===== config.mk =====
export PLATFORM = sky130hd
export DESIGN_NAME = pwm_mch_flat
export DESIGN_NICKNAME = d
export VERILOG_FILES = /design/src/rtl/pwm_mch_if.sv /design/src/rtl/pwm_mch.sv /design/src/flat_wrapper.sv
export SDC_FILE = /design/constraint.sdc
export NUM_CORES = 1
export LEC_CHECK = 0
export BUFFER_PORTS_ARGS = -buffer_cell sky130_fd_sc_hd__buf_2
export CAP_MARGIN = 0
export CORE_MARGIN = 4
export CORE_UTILIZATION = 56
export CTS_CLUSTER_SIZE = 10
export DETAILED_ROUTE_END_ITERATION = 12
export MAX_ROUTING_LAYER = met4
export PLACE_DENSITY = 0.83
export SLEW_MARGIN = 0
export SYNTH_ARGS = -nofsm -noshare
export SYNTH_HDL_FRONTEND = slang
export SYNTH_SLANG_ARGS = --single-unit

===== constraint.sdc =====
create_clock -name mclk -period 2.4 [get_ports mclk]
set_input_delay 0.24 -clock mclk [delete_from_list [all_inputs] [get_ports mclk]]
set_output_delay 0.24 -clock mclk [all_outputs]
set_load 0.005 [all_outputs]

===== src/rtl/pwm_mch_if.sv =====
//----------------------------------------------------------------------
// pwm_mch_if : register-bus bundle shared by the PWM blocks.
// Rev 1.0
//----------------------------------------------------------------------
`default_nettype none

interface pwm_mch_if;
    logic        reg_cs;
    logic        reg_wr;
    logic [3:0]  reg_addr;
    logic [31:0] reg_wdata;
    logic [3:0]  reg_be;
    logic [31:0] reg_rdata;
    logic        reg_ack;

    modport master (
        output reg_cs, reg_wr, reg_addr, reg_wdata, reg_be,
        input  reg_rdata, reg_ack
    );

    modport slave (
        input  reg_cs, reg_wr, reg_addr, reg_wdata, reg_be,
        output reg_rdata, reg_ack
    );
endinterface

`default_nettype wire


===== src/rtl/pwm_mch.sv =====
//----------------------------------------------------------------------
// pwm_mch : multi-channel PWM, shared prescaler/counter, double-buffered
//           compares and per-channel complementary dead-time outputs.
// Rev 1.0
//----------------------------------------------------------------------
`default_nettype none

module pwm_mch #(
    parameter int NCH = 4,
    parameter int CW  = 16,
    parameter int DTW = 8
) (
    input  wire             mclk,
    input  wire             h_reset_n,
    pwm_mch_if.slave        bus,
    output logic [NCH-1:0]  pwm_h,
    output logic [NCH-1:0]  pwm_l,
    output logic            pwm_ovflow,
    output logic            pwm_os_done
);

    localparam logic [3:0] c_ADDR_CTRL   = 4'd0;
    localparam logic [3:0] c_ADDR_PERIOD = 4'd1;
    localparam logic [3:0] c_ADDR_STATUS = 4'd2;
    localparam int         c_ADDR_COMP0  = 3;

    logic            r_ack;
    logic [31:0]     r_rdata;
    logic            r_enb;
    logic            r_oneshot;
    logic            r_dupdate;
    logic [3:0]      r_scale;
    logic [DTW-1:0]  r_dt;
    logic [CW-1:0]   r_period;
    logic [CW-1:0]   r_period_sh;
    logic [CW-1:0]   r_comp [NCH];
    logic [NCH-1:0]  r_inv;
    logic            r_os_done;
    logic            r_ovf_sticky;
    logic            r_ovf;
    logic [14:0]     r_pre;
    logic [CW-1:0]   r_cnt;

    logic            w_acc;
    logic            w_wr;
    logic [31:0]     w_mask;
    logic [31:0]     w_rd_img;
    logic [31:0]     w_wr_val;
    logic            w_unused;
    logic            w_os_clr;
    logic            w_ovf_w1c;
    logic [14:0]     w_pmask;
    logic            w_tick;
    logic            w_active;
    logic            w_rollover;
    logic            w_load_sh;

    assign w_acc  = bus.reg_cs & ~r_ack;
    assign w_wr   = w_acc & bus.reg_wr;
    assign w_mask = {{8{bus.reg_be[3]}}, {8{bus.reg_be[2]}},
                     {8{bus.reg_be[1]}}, {8{bus.reg_be[0]}}};

    always_comb begin
        w_rd_img = '0;
        case (bus.reg_addr)
            c_ADDR_CTRL: begin
                w_rd_img[0]       = r_enb;
                w_rd_img[1]       = r_oneshot;
                w_rd_img[2]       = r_dupdate;
                w_rd_img[7:4]     = r_scale;
                w_rd_img[8 +: DTW] = r_dt;
            end
            c_ADDR_PERIOD: w_rd_img[CW-1:0] = r_period;
            c_ADDR_STATUS: begin
                w_rd_img[31]     = r_ovf_sticky;
                w_rd_img[30]     = r_os_done;
                w_rd_img[CW-1:0] = r_cnt;
            end
            default: begin
                for (int n = 0; n < NCH; n++) begin
                    if (bus.reg_addr == 4'(c_ADDR_COMP0 + n)) begin
                        w_rd_img[31]     = r_inv[n];
                        w_rd_img[CW-1:0] = r_comp[n];
                    end
                end
            end
        endcase
    end

    // Byte-enable merge against the current contents of the addressed register.
    assign w_wr_val  = (w_rd_img & ~w_mask) | (bus.reg_wdata & w_mask);
    assign w_unused  = ^w_wr_val;
    assign w_os_clr  = w_wr && (bus.reg_addr == c_ADDR_CTRL) && (!w_wr_val[0] || !w_wr_val[1]);
    assign w_ovf_w1c = w_wr && (bus.reg_addr == c_ADDR_STATUS) && bus.reg_be[3] && bus.reg_wdata[31];

    always_ff @(posedge mclk or negedge h_reset_n) begin
        if (!h_reset_n) begin
            r_ack        <= 1'b0;
            r_rdata      <= '0;
            r_enb        <= 1'b0;
            r_oneshot    <= 1'b0;
            r_dupdate    <= 1'b0;
            r_scale      <= '0;
            r_dt         <= '0;
            r_period     <= '0;
            r_inv        <= '0;
            r_os_done    <= 1'b0;
            r_ovf_sticky <= 1'b0;
            for (int n = 0; n < NCH; n++) r_comp[n] <= '0;
        end else begin
            r_ack   <= w_acc;
            r_rdata <= (w_acc && !bus.reg_wr) ? w_rd_img : '0;
            if (w_wr && bus.reg_addr == c_ADDR_CTRL) begin
                r_enb     <= w_wr_val[0];
                r_oneshot <= w_wr_val[1];
                r_dupdate <= w_wr_val[2];
                r_scale   <= w_wr_val[7:4];
                r_dt      <= w_wr_val[8 +: DTW];
            end
            if (w_wr && bus.reg_addr == c_ADDR_PERIOD) r_period <= w_wr_val[CW-1:0];
            for (int n = 0; n < NCH; n++) begin
                if (w_wr && bus.reg_addr == 4'(c_ADDR_COMP0 + n)) begin
                    r_comp[n] <= w_wr_val[CW-1:0];
                    r_inv[n]  <= w_wr_val[31];
                end
            end
            if (w_os_clr)                    r_os_done <= 1'b0;
            else if (w_rollover && r_oneshot) r_os_done <= 1'b1;
            if (w_rollover)     r_ovf_sticky <= 1'b1;
            else if (w_ovf_w1c) r_ovf_sticky <= 1'b0;
        end
    end

    // Tick when the low `scale` bits of the free-running prescaler are all ones.
    assign w_pmask    = ~(15'h7FFF << r_scale);
    assign w_tick     = r_enb && ((r_pre & w_pmask) == w_pmask);
    assign w_active   = r_enb && !r_os_done;
    assign w_rollover = w_active && w_tick && (r_cnt == r_period_sh);
    // Shadows track the programmed values while disabled, so enabling starts fresh.
    assign w_load_sh  = !r_enb || (w_rollover && !r_dupdate);

    always_ff @(posedge mclk or negedge h_reset_n) begin
        if (!h_reset_n) begin
            r_pre       <= '0;
            r_cnt       <= '0;
            r_ovf       <= 1'b0;
            r_period_sh <= '0;
        end else begin
            r_pre <= r_enb ? r_pre + 15'd1 : '0;
            r_ovf <= w_rollover;
            if (!w_active)  r_cnt <= '0;
            else if (w_tick) r_cnt <= (r_cnt == r_period_sh) ? '0 : r_cnt + CW'(1);
            if (w_load_sh)  r_period_sh <= r_period;
        end
    end

    generate
        for (genvar n = 0; n < NCH; n++) begin : g_ch
            logic [CW-1:0]  r_comp_sh;
            logic           r_inv_sh;
            logic           r_rawq;
            logic           r_h;
            logic           r_l;
            logic [DTW-1:0] r_dtc;
            logic [DTW-1:0] w_dtc_nxt;
            logic           w_raw;
            logic           w_edge;

            assign w_raw     = w_active && ((r_cnt < r_comp_sh) ^ r_inv_sh);
            assign w_edge    = w_raw ^ r_rawq;
            // Any raw edge (re)starts the dead band; outputs only drive once it expires.
            assign w_dtc_nxt = w_edge ? r_dt : ((r_dtc != '0) ? r_dtc - DTW'(1) : '0);

            always_ff @(posedge mclk or negedge h_reset_n) begin
                if (!h_reset_n) begin
                    r_comp_sh <= '0;
                    r_inv_sh  <= 1'b0;
                    r_rawq    <= 1'b0;
                    r_dtc     <= '0;
                    r_h       <= 1'b0;
                    r_l       <= 1'b0;
                end else begin
                    if (w_load_sh) begin
                        r_comp_sh <= r_comp[n];
                        r_inv_sh  <= r_inv[n];
                    end
                    if (!w_active) begin
                        r_rawq <= 1'b0;
                        r_dtc  <= '0;
                        r_h    <= 1'b0;
                        r_l    <= 1'b0;
                    end else begin
                        r_rawq <= w_raw;
                        r_dtc  <= w_dtc_nxt;
                        r_h    <= w_raw && (w_dtc_nxt == '0);
                        r_l    <= !w_raw && (w_dtc_nxt == '0);
                    end
                end
            end

            assign pwm_h[n] = r_h;
            assign pwm_l[n] = r_l;
        end
    endgenerate

    assign bus.reg_ack   = r_ack;
    assign bus.reg_rdata = r_rdata;
    assign pwm_ovflow    = r_ovf;
    assign pwm_os_done   = r_os_done;

endmodule

`default_nettype wire


===== src/flat_wrapper.sv =====
// flat-port wrapper written by rule: the top's interface ports become plain ports
module pwm_mch_flat 
#(
    parameter int NCH = 4,
    parameter int CW  = 16,
    parameter int DTW = 8
)
  (mclk, h_reset_n, pwm_h, pwm_l, pwm_ovflow, pwm_os_done, bus_reg_cs, bus_reg_wr, bus_reg_addr, bus_reg_wdata, bus_reg_be, bus_reg_rdata, bus_reg_ack);
  pwm_mch_if bus_i ();
  input  wire mclk;
  input  wire h_reset_n;
  output logic [NCH-1:0] pwm_h;
  output logic [NCH-1:0] pwm_l;
  output logic pwm_ovflow;
  output logic pwm_os_done;
  input wire logic [$bits(bus_i.reg_cs)-1:0] bus_reg_cs;
  input wire logic [$bits(bus_i.reg_wr)-1:0] bus_reg_wr;
  input wire logic [$bits(bus_i.reg_addr)-1:0] bus_reg_addr;
  input wire logic [$bits(bus_i.reg_wdata)-1:0] bus_reg_wdata;
  input wire logic [$bits(bus_i.reg_be)-1:0] bus_reg_be;
  output wire logic [$bits(bus_i.reg_rdata)-1:0] bus_reg_rdata;
  output wire logic [$bits(bus_i.reg_ack)-1:0] bus_reg_ack;
  assign bus_i.reg_cs = bus_reg_cs;
  assign bus_i.reg_wr = bus_reg_wr;
  assign bus_i.reg_addr = bus_reg_addr;
  assign bus_i.reg_wdata = bus_reg_wdata;
  assign bus_i.reg_be = bus_reg_be;
  assign bus_reg_rdata = bus_i.reg_rdata;
  assign bus_reg_ack = bus_i.reg_ack;
  pwm_mch #(.NCH(NCH), .CW(CW), .DTW(DTW)) u_core (.mclk(mclk), .h_reset_n(h_reset_n), .bus(bus_i), .pwm_h(pwm_h), .pwm_l(pwm_l), .pwm_ovflow(pwm_ovflow), .pwm_os_done(pwm_os_done));
endmodule

==> impl_metrics.yaml <==
power_and_ir_drop:
  max-vdd-ir-drop_uv: 811
  share_clk_of_total_power_pct: 32.6
  switching_power_as_a_share_of_total_power_pct: 32.1
  seq_power_share_pct: 41.6
  internal_power_mw: 9.89
  powerDensity_nw_per_um2: 768
  combPwrFrac_pct: 25.8
  power_mw: 14.6
  power.static_leakage_nw: 8.96
  p_switching_mw: 4.68
routing:
  wire_per_inst_um: 25.5
  ant_nets: 0
  detail_route.vias_per_cell: 6.69
  drc: 0
  count_of_vias_placed_by_the_detailed_router: 13500
  detailedRoute.firstIterationViolations: 1874
  drt_first_pass_iters: 5
  drt-total-wl_um: 51500
critical_path:
  cp-startpoint: "u_core.g_ch[2].r_comp_sh[5]"
  critical_path_depth: 8
  r2r_end: "u_core.g_ch[2].r_dtc[7]"
  cpMaxStageDelayCell: "sky130_fd_sc_hd__or3b_4"
  critical_path_end_type: "flop"
  timing.critical_path.to: "u_core.g_ch[2].r_dtc[7]"
  crit_path_cell_trace: "inv_1, ha_1, nand4_1, o31a_1, or3b_4, a31o_4, and2_4, a211oi_2"
  r2r.worst_path.cells: 8
  path_class: "flop to flop"
  worst_path_dominant_cell_family: "compound AO/OA/AOI/OAI gates"
  cp.buffers_inverters: 1
  ff2ff_setup_slack_ps: -390
  timing.critical_path.from_type: "flop"
  critical_path.max_stage_delay_ps: 450
  crit-reg2reg-launch: "u_core.g_ch[2].r_comp_sh[5]"
  worst_ep_required_time_ps: 2830
  worst-endpoint-arrival_ps: 3220
  crit_path_max_fanout: 8
layout:
  final_core_utilization_pct: 72.4
  finish.cell_count_without_fillers: 2017
  finalInstanceArea_um2: 19000
  layout.nets: 1785
  area_growth_syn_to_layout_pct: 26.2
  diodes: 0
  drive_gt1_share_pct: 30.0
logic_synthesis:
  synth_top_cell_by_area: "sky130_fd_sc_hd__dfrtp_1"
  synth.area.top_cells: "sky130_fd_sc_hd__dfrtp_1, sky130_fd_sc_hd__ha_1, sky130_fd_sc_hd__mux2_2, sky130_fd_sc_hd__mux2_1, sky130_fd_sc_hd__mux2i_1"
  ys_warn_count: 0
  synth_top_area_share_pct: 46.6
  synth_cell_types: 70
  ys_ff_latch: 280
  synthesis.area_um2: 15000
  yosys_most_used_dff: "sky130_fd_sc_hd__dfrtp_1"
  ys_seq_area_share_pct: 46.6
  count_of_flip_flops_with_a_built_in_enable_after_synthesis: 0
  synth_async_sr_flop_share_pct: 100
  synth_cells: 1476
  synthesis.area_per_instance_um2: 10.2
sta:
  setup_viol: 122
  maxSlewViolCount: 0
  worst_clock_skew_ps: 26.0
  holdWs_ps: 31.9
  grt_setup_unrepaired: "true"
  fin_crit_ps: 2790
  layout_worst_path_cycle_share_pct: 116
  slew-limit-headroom_pct: 31.0
  tightestPinTransition_ps: 1030
  finalWorstSetupSlack_ps: -390
  achievable-frequency_ghz: 0.358
  timing.final.hold_violations: 0
  finalSetupTns_ps: -35320
clocking:
  clock_latency_ps: 530
  cts_num_sinks: 280
  clk_pin_slew_ps: 60
  tritoncts: "done"
  ctsRootBufferMaster: "sky130_fd_sc_hd__clkbuf_16"
  cts_max_level: 2
  number_of_buffers_inserted_during_clock_tree_synthesis: 35
  clockBufferDepth: 3
placement:
  dp_slack_ps: -313
  post_dp_cell_area_um2: 16500
  gp_congestion: 0.984
  placement.io_buffers: 56
  place.detailed.instances: 1927
  post-dp-hpwl_um: 29700
global_routing:
  first_global_vias: 12900
  globalRouteOverflowTotal: 0
  grt_start_max_net_pins: 66
  grt_antenna_before_repair: 0
  grt_usage_pct: 30.6
  global_route_wire_length_before_repair_um: 69100
floorplanning:
  floorplan.die_area_um2: 29500
  initial_core_util_pct: 57.3
  dieHeight_um: 172
  core-area_um2: 26200
  placement_rows: 59
  die_x_um: 172
  ioPinCount: 87
outcome:
  violated_checks: "negative setup slack"
  outcome: "finished with violations"
flow_run:
  cap_viol_max_count: 0
min_path:
  hp-class: "input pin to flop"
-- routing by layer --
metal	up-vias	part of all wire, %	global-route usage, %
li1	5564	-	-
met1	6552	35	37.5
met2	1052	47	48.9
met3	333	10	5.24
met4	0	8.2	16.2
met5	-	0	-
-- worst min path at each step --
stage | from | to | slack, ps | cells after the start
floorplan | h_reset_n | u_core.bus.reg_ack | -60 | 0
global placement | h_reset_n | u_core.g_ch[0].r_dtc[3] | 220 | 1
detailed placement | h_reset_n | u_core.g_ch[0].r_dtc[2] | 220 | 1
CTS | bus_reg_cs | u_core.bus.reg_ack | 20 | 2
global route | bus_reg_cs | u_core.bus.reg_ack | 40 | 2
finish | bus_reg_cs | u_core.bus.reg_ack | 30 | 2
-- registers in the layout, summed over array words and instances (netlist names) --
register,count
u_core.bus.reg_ack,1
u_core.bus.reg_rdata,18
u_core.g_ch.r_comp_sh,64
u_core.g_ch.r_dtc,32
u_core.g_ch.r_h,4
u_core.g_ch.r_inv_sh,4
u_core.g_ch.r_l,4
u_core.g_ch.r_rawq,4
u_core.pwm_os_done,1
u_core.pwm_ovflow,1
u_core.r_cnt,16
u_core.r_comp,64
u_core.r_dt,8
u_core.r_dupdate,1
u_core.r_enb,1
u_core.r_inv,4
u_core.r_oneshot,1
u_core.r_ovf_sticky,1
u_core.r_period,16
u_core.r_period_sh,16
u_core.r_pre,15
u_core.r_scale,4
-- synth_stat cells (4+ instances only) --
cell type                   number
sky130_fd_sc_hd__inv_1          81
sky130_fd_sc_hd__a21oi_1       106
sky130_fd_sc_hd__a22o_1         12
sky130_fd_sc_hd__ha_1           70
sky130_fd_sc_hd__a221o_1         7
sky130_fd_sc_hd__nand4_1        15
sky130_fd_sc_hd__clkbuf_1       45
sky130_fd_sc_hd__nand3b_1       11
sky130_fd_sc_hd__nand4b_1        4
sky130_fd_sc_hd__a211oi_1        7
sky130_fd_sc_hd__or3_1          10
sky130_fd_sc_hd__a22oi_1         8
sky130_fd_sc_hd__a221oi_1        7
sky130_fd_sc_hd__a2111oi_0       5
sky130_fd_sc_hd__and4_1          4
sky130_fd_sc_hd__nor3_1         38
sky130_fd_sc_hd__and2_1         16
sky130_fd_sc_hd__and3_1         12
sky130_fd_sc_hd__buf_1           6
sky130_fd_sc_hd__buf_2          10
sky130_fd_sc_hd__nor4_1         11
sky130_fd_sc_hd__o21a_1          9
sky130_fd_sc_hd__o211ai_1        7
sky130_fd_sc_hd__nor2_1        116
sky130_fd_sc_hd__nand2b_1       15
sky130_fd_sc_hd__a21boi_0        5
sky130_fd_sc_hd__mux2i_1        63
sky130_fd_sc_hd__nor2b_1        11
sky130_fd_sc_hd__buf_4          23
sky130_fd_sc_hd__mux2_2         68
sky130_fd_sc_hd__buf_6           6
sky130_fd_sc_hd__o21ai_0        77
sky130_fd_sc_hd__o31ai_1         5
sky130_fd_sc_hd__a31oi_1         7
sky130_fd_sc_hd__nand3_1        21
sky130_fd_sc_hd__nand2_1       127
sky130_fd_sc_hd__dfrtp_1       280
sky130_fd_sc_hd__mux2_1         60
sky130_fd_sc_hd__xor2_1         15
sky130_fd_sc_hd__xnor2_1        31
sky130_fd_sc_hd__or2_2           4
-- area by class of cell --
cell class,instances,area (um2)
Multi-Input combinational cell,1037,8230
Fill cell,1525,7240
Sequential cell,280,7020
Timing Repair Buffer,235,2000
Clock buffer,44,951
Tap cell,335,419
Inverter,82,308
Clock inverter,4,38.8
-- timing repair --
| item | 4_1_cts | 5_1_grt |
|---|---|---|
| resized for setup | 119 | 108 |
| setup endpoints to repair | 131 | 137 |
| hold endpoints to repair | 56 | 0 |
| hold buffers | 1 | 0 |
| buffers inserted | 14 | 20 |
| cloned | 0 | 9 |
| pin swaps | 29 | 33 |
-- power by group through the flow --
stage          logic [mW]  registers (mW)  clock network [mW]
2_1_floorplan        1.90            5.76                   0
3_3_place_gp         2.68            5.92                   0
3_5_place_dp         2.79            5.97                   0
4_1_cts              3.12            5.92                4.73
5_1_grt              3.95            6.09                4.95
6_report             3.75            6.06                4.76
-- logic make-up (layout without fill, tap and decap cells) --
family / count (synthesis) / count (layout) / synth area share (%)
compound gates: 287 / 287 / 11.8
xor+xnor: 47 / 47 / 2.87
fa+ha+maj: 70 / 70 / 5.83
buf+inv: 172 / 365 / 5.26
flops: 280 / 280 / 46.6
mux: 191 / 191 / 13.8
other cells: 1 / 14 / 0.0250
simple gates: 428 / 428 / 13.8
-- cell usage in the layout (no fill, tap or decap), types with 15 or more instances in the layout --
cell type                   count
sky130_fd_sc_hd__buf_2         55
sky130_fd_sc_hd__ha_4          18
sky130_fd_sc_hd__buf_6         21
sky130_fd_sc_hd__a21oi_1      103
sky130_fd_sc_hd__inv_1         78
sky130_fd_sc_hd__nand2_1      122
sky130_fd_sc_hd__and2_1        15
sky130_fd_sc_hd__mux2i_1       63
sky130_fd_sc_hd__nand4_1       15
sky130_fd_sc_hd__dfrtp_1      269
sky130_fd_sc_hd__nor2_1       112
sky130_fd_sc_hd__nand3_1       21
sky130_fd_sc_hd__mux2_2        48
sky130_fd_sc_hd__mux2_4        70
sky130_fd_sc_hd__ha_1          51
sky130_fd_sc_hd__xnor2_1       19
sky130_fd_sc_hd__nor3_1        35
sky130_fd_sc_hd__o21ai_0       67
sky130_fd_sc_hd__clkbuf_16     41
sky130_fd_sc_hd__buf_4        135
sky130_fd_sc_hd__nand2b_1      15
(Power assumes the default switching activity.)
